**config.mk**
```make
export PLATFORM = sky130hd
export DESIGN_NAME = dif_ifft_8_iter
export DESIGN_NICKNAME = d
export VERILOG_FILES = /design/src/rtl/fft_pkg.sv /design/src/rtl/fft_bfly_dif.sv /design/src/rtl/dif_ifft_8_iter.sv
export SDC_FILE = /design/constraint.sdc
export NUM_CORES = 2
export LEC_CHECK = 0
export BUFFER_PORTS_ARGS = -buffer_cell sky130_fd_sc_hd__buf_2
export CORE_MARGIN = 10
export CORE_UTILIZATION = 31
export CTS_BUF_LIST = sky130_fd_sc_hd__clkbuf_4
export DETAILED_ROUTE_END_ITERATION = 10
export PLACE_DENSITY = 0.57
export SETUP_SLACK_MARGIN = 0.3
export SLEW_MARGIN = 20
export SYNTH_ARGS = -nofsm -noshare
export SYNTH_HDL_FRONTEND = slang
export SYNTH_SLANG_ARGS = --single-unit
```
**constraint.sdc**
```tcl
create_clock -name clk -period 20.5 [get_ports clk]
set_clock_uncertainty 0.15 [all_clocks]
set_input_delay 2.05 -clock clk [delete_from_list [all_inputs] [get_ports clk]]
set_output_delay 2.05 -clock clk [all_outputs]
set_load 0.005 [all_outputs]
```
**src/rtl/fft_pkg.sv**
```systemverilog
// Shared constants, twiddle tables and helpers for the iterative 8-point DIF inverse FFT.
package fft_pkg;
  localparam int N        = 8;
  localparam int DW       = 16;
  localparam int FRAC     = 12;
  localparam int BF_TOTAL = 12;
  localparam logic signed [DW-1:0] TW_C45 = 16'sh0B50;

  // W8^-k = cos(2*pi*k/8) + j*sin(2*pi*k/8), k = 0..3, Q4.12
  localparam logic signed [DW-1:0] TW_RE [4] = '{16'sh1000, 16'sh0B50, 16'sh0000, 16'shF4B0};
  localparam logic signed [DW-1:0] TW_IM [4] = '{16'sh0000, 16'sh0B50, 16'sh1000, 16'sh0B50};

  typedef enum logic [1:0] {
    ST_IDLE = 2'd0,
    ST_CALC = 2'd1,
    ST_DONE = 2'd2
  } state_e;

  function automatic logic [2:0] bitrev3(input logic [2:0] v);
    return {v[0], v[1], v[2]};
  endfunction

  function automatic logic signed [DW-1:0] sat_dw(input logic signed [2*DW:0] v);
    if (v > 33'sd32767) return 16'sh7FFF;
    if (v < -33'sd32768) return 16'sh8000;
    return v[DW-1:0];
  endfunction
endpackage

```
**src/rtl/fft_bfly_dif.sv**
```systemverilog
// Combinational radix-2 DIF butterfly: s = (a+b)/2, b' = ((a-b)/2) * W8^-tw_idx.
module fft_bfly_dif
  import fft_pkg::*;
(
  input  logic [2*DW-1:0] a_i,
  input  logic [2*DW-1:0] b_i,
  input  logic [1:0]      tw_idx_i,
  output logic [2*DW-1:0] s_o,
  output logic [2*DW-1:0] d_o
);
  logic signed [DW-1:0]   ar, ai, br, bi, dr, di, c, sn, wr, wi;
  logic signed [DW:0]     sum_re, sum_im, dif_re, dif_im;
  logic signed [2*DW-1:0] p_rc, p_is, p_rs, p_ic;
  logic signed [2*DW:0]   acc_re, acc_im, rnd_re, rnd_im;

  always_comb begin
    ar = a_i[2*DW-1:DW];
    ai = a_i[DW-1:0];
    br = b_i[2*DW-1:DW];
    bi = b_i[DW-1:0];
    // 17-bit sum/difference halved by dropping the LSB: never overflows 16 bits
    sum_re = (DW+1)'(ar) + (DW+1)'(br);
    sum_im = (DW+1)'(ai) + (DW+1)'(bi);
    dif_re = (DW+1)'(ar) - (DW+1)'(br);
    dif_im = (DW+1)'(ai) - (DW+1)'(bi);
    dr = dif_re[DW:1];
    di = dif_im[DW:1];
    c  = TW_RE[tw_idx_i];
    sn = TW_IM[tw_idx_i];
    p_rc = dr * c;
    p_is = di * sn;
    p_rs = dr * sn;
    p_ic = di * c;
    acc_re = (2*DW+1)'(p_rc) - (2*DW+1)'(p_is) + 33'sd2048;
    acc_im = (2*DW+1)'(p_rs) + (2*DW+1)'(p_ic) + 33'sd2048;
    rnd_re = acc_re >>> FRAC;
    rnd_im = acc_im >>> FRAC;
    wr = dr;
    wi = di;
    case (tw_idx_i)
      2'd0: begin
        wr = dr;
        wi = di;
      end
      2'd2: begin
        wr = (di == 16'sh8000) ? 16'sh7FFF : -di;
        wi = dr;
      end
      default: begin
        wr = sat_dw(rnd_re);
        wi = sat_dw(rnd_im);
      end
    endcase
    s_o = {sum_re[DW:1], sum_im[DW:1]};
    d_o = {wr, wi};
  end
endmodule

```
**src/rtl/dif_ifft_8_iter.sv**
```systemverilog
// Iterative 8-point DIF inverse FFT: one shared butterfly runs 3 stages x 4 butterflies
// over an 8-entry register file; result is 1/8-scaled and returned in natural order.
module dif_ifft_8_iter
  import fft_pkg::*;
(
  input  logic              clk,
  input  logic              reset,
  input  logic              in_valid,
  output logic              in_ready,
  input  logic [N*2*DW-1:0] x_flat,
  output logic              out_valid,
  input  logic              out_ready,
  output logic [N*2*DW-1:0] y_flat
);
  // Handshake: a transfer happens on a rising edge where valid and ready are both high;
  // valid holds its payload stable until that edge, ready never depends on valid.
  state_e          state_q;
  logic [3:0]      bf_cnt_q;
  logic [2*DW-1:0] mem_q [N];
  logic            in_ready_q, out_valid_q;
  logic [2:0]      idx_a, idx_b;
  logic [1:0]      tw_idx, j;
  logic [2*DW-1:0] bf_s, bf_d;

  always_comb begin
    j      = bf_cnt_q[1:0];
    idx_a  = '0;
    idx_b  = '0;
    tw_idx = '0;
    case (bf_cnt_q[3:2])
      2'd0: begin
        idx_a  = {1'b0, j};
        idx_b  = {1'b1, j};
        tw_idx = j;
      end
      2'd1: begin
        idx_a  = {j[1], 1'b0, j[0]};
        idx_b  = {j[1], 1'b1, j[0]};
        tw_idx = {j[0], 1'b0};
      end
      2'd2: begin
        idx_a  = {j, 1'b0};
        idx_b  = {j, 1'b1};
        tw_idx = 2'd0;
      end
      default: ;
    endcase
  end

  fft_bfly_dif u_bfly (
    .a_i      (mem_q[idx_a]),
    .b_i      (mem_q[idx_b]),
    .tw_idx_i (tw_idx),
    .s_o      (bf_s),
    .d_o      (bf_d)
  );

  always_ff @(posedge clk) begin
    if (reset) begin
      state_q     <= ST_IDLE;
      bf_cnt_q    <= '0;
      in_ready_q  <= 1'b0;
      out_valid_q <= 1'b0;
      for (int k = 0; k < N; k++) mem_q[k] <= '0;
    end else begin
      case (state_q)
        ST_IDLE: begin
          in_ready_q <= 1'b1;
          if (in_valid && in_ready_q) begin
            for (int k = 0; k < N; k++) mem_q[k] <= x_flat[32*k +: 32];
            bf_cnt_q   <= '0;
            in_ready_q <= 1'b0;
            state_q    <= ST_CALC;
          end
        end
        ST_CALC: begin
          // bf_cnt = 12 is a settle cycle after the last butterfly
          if (bf_cnt_q == 4'(BF_TOTAL)) begin
            out_valid_q <= 1'b1;
            state_q     <= ST_DONE;
          end else begin
            mem_q[idx_a] <= bf_s;
            mem_q[idx_b] <= bf_d;
            bf_cnt_q     <= bf_cnt_q + 4'd1;
          end
        end
        ST_DONE: begin
          if (out_ready) begin
            out_valid_q <= 1'b0;
            in_ready_q  <= 1'b1;
            state_q     <= ST_IDLE;
          end
        end
        default: begin
          out_valid_q <= 1'b0;
          in_ready_q  <= 1'b0;
          state_q     <= ST_IDLE;
        end
      endcase
    end
  end

  always_comb begin
    y_flat = '0;
    for (int n = 0; n < N; n++)
      if (state_q == ST_DONE) y_flat[32*n +: 32] = mem_q[bitrev3(3'(n))];
  end

  assign in_ready  = in_ready_q;
  assign out_valid = out_valid_q;
endmodule

```
==> flow_metrics.env <==
export IMPL_hold_ws_ns=0.354
export IMPL_firstDrtPassIters=8
export IMPL_crit_fanout=48
export IMPL_start_util=0.311
export IMPL_hold_class="flip-flop to flip-flop"
export IMPL_postRouteAntennaNets=0
export IMPL_layout_drive_gt1_share=0.159
export IMPL_drtIter0Drc=6085
export IMPL_numPortBuffers=517
export IMPL_cts_hold_buf=0
export IMPL_async_reset_ff_frac=0
export IMPL_reg2reg_slack_ns=5.67
export IMPL_hold_viol=0
export IMPL_cts_path_max_buffers=3
export IMPL_die_area_um2=157000
export IMPL_synth_cells=4841
export IMPL_antenna_found_initial=24
export IMPL_fmax_mhz=67.4
export IMPL_synth_cell_area_um2=44000
export IMPL_min_path_cells=2
export IMPL_cts_resized=0
export IMPL_wire_per_inst_um=28.9
export IMPL_endpoint="mem_q[0][18]$_DFFE_PP_"
export IMPL_powerDensity_nw_per_um2=160
export IMPL_r2r_cells=41
export IMPL_p_leak_nw=24.7
export IMPL_grt_first_pass_wirelength_um=297000
export IMPL_startpoint_type="flip-flop"
export IMPL_min_period_ns=14.83
export IMPL_drc=0
export IMPL_synth_xor_area_frac=0.0267
export IMPL_numCtsBuffers=70
export IMPL_critPathMaxStageDelay_ns=1.03
export IMPL_track_usage=0.257
export IMPL_critPathKind="flip-flop to flip-flop"
export IMPL_setup_viol=0
export IMPL_synth_compound_area_frac=0.139
export IMPL_clk_latency_ns=0.94
export IMPL_placedCellCount=7130
export IMPL_place_congestion=1.01
export IMPL_h_tree_depth=3
export IMPL_slew_violations=0
export IMPL_fin_cells=7257
export IMPL_crit_required_ns=21.03
export IMPL_vias=40800
export IMPL_crit_buf_inv=8
export IMPL_routed_wl_um=210000
export IMPL_r2r_end="mem_q[0][18]$_DFFE_PP_"
export IMPL_cts_root_buf="clkbuf_4"
export IMPL_cp_arrival_ns=15.36
export IMPL_yosysWarnings=0
export IMPL_core_area_um2=141000
export IMPL_end_kind="flip-flop"
export IMPL_die_w_um=397
export IMPL_cp_top_family="adder cells"
export IMPL_syn_to_final_growth_pct=13.9
export IMPL_synthSimpleGateAreaFrac=0.163
export IMPL_status="finished, final reports clean"
export IMPL_grt_pass1_vias=40500
export IMPL_synth_edf_count=256
export IMPL_path_clk_slew_ns=0.07
export IMPL_syn_area_per_cell_um2=9.09
export IMPL_clock_sinks=264
export IMPL_startpoint="bf_cnt_q[2]$_SDFFE_PP0P_"
export IMPL_placementRows=138
export IMPL_cp_common_cell="fa_1"
export IMPL_irDropWorstVdd_uv=509
export IMPL_crit_cells=41
export IMPL_total_power_mw=8.00
export IMPL_final_cell_mix="inv_1, fa_1, buf_2"
export IMPL_dpl_hpwl_um=170000
export IMPL_synth_top_family_by_area="adder cells"
export IMPL_cts_tree="done"
export IMPL_final_common_cell="inv_1"
export IMPL_ys_flop_type="edfxtp_1"
export IMPL_period_share=0.723
export IMPL_synth_seq_cells=264
export IMPL_r2r_start="bf_cnt_q[2]$_SDFFE_PP0P_"
export IMPL_placed_area_um2=49100
export IMPL_viasPerCell=5.62
export IMPL_synthMuxAreaShare=0.0102
export IMPL_syn_num_nets=6129
export IMPL_tightest_slew_ns=1.35
export IMPL_yosysSeqAreaShare=0.178
export IMPL_final_area_um2=50100
export IMPL_grt_overflow_total=0
export IMPL_max_cap_viol_count=0
export IMPL_critPathSlowestCell="o22ai_1"
export IMPL_grt_max_degree=108
export IMPL_yosys_area_share_adder=0.389
export IMPL_relSlewSlack=0.0982
export IMPL_post_cts_buffers=0
export IMPL_ys_types=106
export IMPL_io_pins=518
export IMPL_fin_setup_tns_ns=0
export IMPL_rsz0062_at_grt="no"
export IMPL_final_nets=6600
export IMPL_chipHeight_um=397
area by class of cell:
| class | instances | area, µm² |
|---|---|---|
| clock inverter | 24 | 201 |
| tap | 1890 | 2360 |
| clock buffer | 97 | 728 |
| multi-input combinational | 3472 | 32200 |
| sequential | 264 | 7850 |
| timing repair buffer | 624 | 3390 |
| antenna | 6 | 15.0 |
| fill | 14900 | 91200 |
| inverter | 880 | 3300 |
routing by layer:
| metal | global-route usage | vias to the layer above | part of all wire | routed length, µm |
|---|---|---|---|---|
| met5 | 0 | - | 0.00023 | 48 |
| met4 | 0.0875 | 8 | 0.040 | 8500 |
| met3 | 0.0615 | 445 | 0.12 | 24600 |
| met2 | 0.392 | 2752 | 0.44 | 91300 |
| met1 | 0.356 | 20300 | 0.41 | 85300 |
| li1 | - | 17200 | - | - |
flip-flops by register name, indices dropped and copies added, names as in the netlist:
| register | count |
|---|---|
| in_ready | 1 |
| state_q | 2 |
| mem_q | 256 |
| out_valid | 1 |
| bf_cnt_q | 4 |
stage by stage:
stage,util,setup WS (ns)
after detailed placement,0.348,6.00
after global routing,0.355,4.99
after floorplan,-,8.91
after CTS,0.354,5.94
final,0.355,5.67
after global placement,0.348,6.19
tightest hold or removal path, stage by stage (launching register included):
cell     delay (ns)
dfxtp_1        0.35
inv_1          0.07
a21oi_1        0.05
logic make-up (layout without fill, tap and decap cells):
logic type	Yosys count	count (layout)
mux	44	44
flops	264	264
simple gates	1434	1434
xor+xnor	129	129
buf+inv	1105	1625
compound gates	836	836
fa+ha+maj	1028	1028
other cells	1	7
power breakdown:
group	switching [mW]	internal, mW	total, mW	leakage (nW)
Sequential	0.0780	0.653	0.731	2.76
Combinational	4.39	2.36	6.74	21.4
Clock	0.270	0.260	0.530	0.545
worst min-delay path by stage:
stage                                     start                    end
final                     in_ready$_SDFFE_PP0P_  in_ready$_SDFFE_PP0P_
after global routing      in_ready$_SDFFE_PP0P_  in_ready$_SDFFE_PP0P_
after CTS                 in_ready$_SDFFE_PP0P_  in_ready$_SDFFE_PP0P_
after detailed placement  in_ready$_SDFFE_PP0P_  in_ready$_SDFFE_PP0P_
after global placement    in_ready$_SDFFE_PP0P_  in_ready$_SDFFE_PP0P_
after floorplan           in_ready$_SDFFE_PP0P_  in_ready$_SDFFE_PP0P_
cells in the mapped netlist, drive strengths merged (39+ instances only):
cell	instances	area, µm²
edfxtp	256	7690
clkbuf	193	724
nor2	289	1090
nand3	117	586
a21oi	110	569
o22ai	72	450
o21ai	161	813
a22oi	49	368
xnor2	94	838
nand2b	54	338
ha	465	5820
a221o	56	561
nor3	64	320
a21o	39	300
fa	563	11300
and2	283	1770
o221ai	114	998
inv	879	3300
nand2	433	1630
Power figures use the tool's default switching activity.
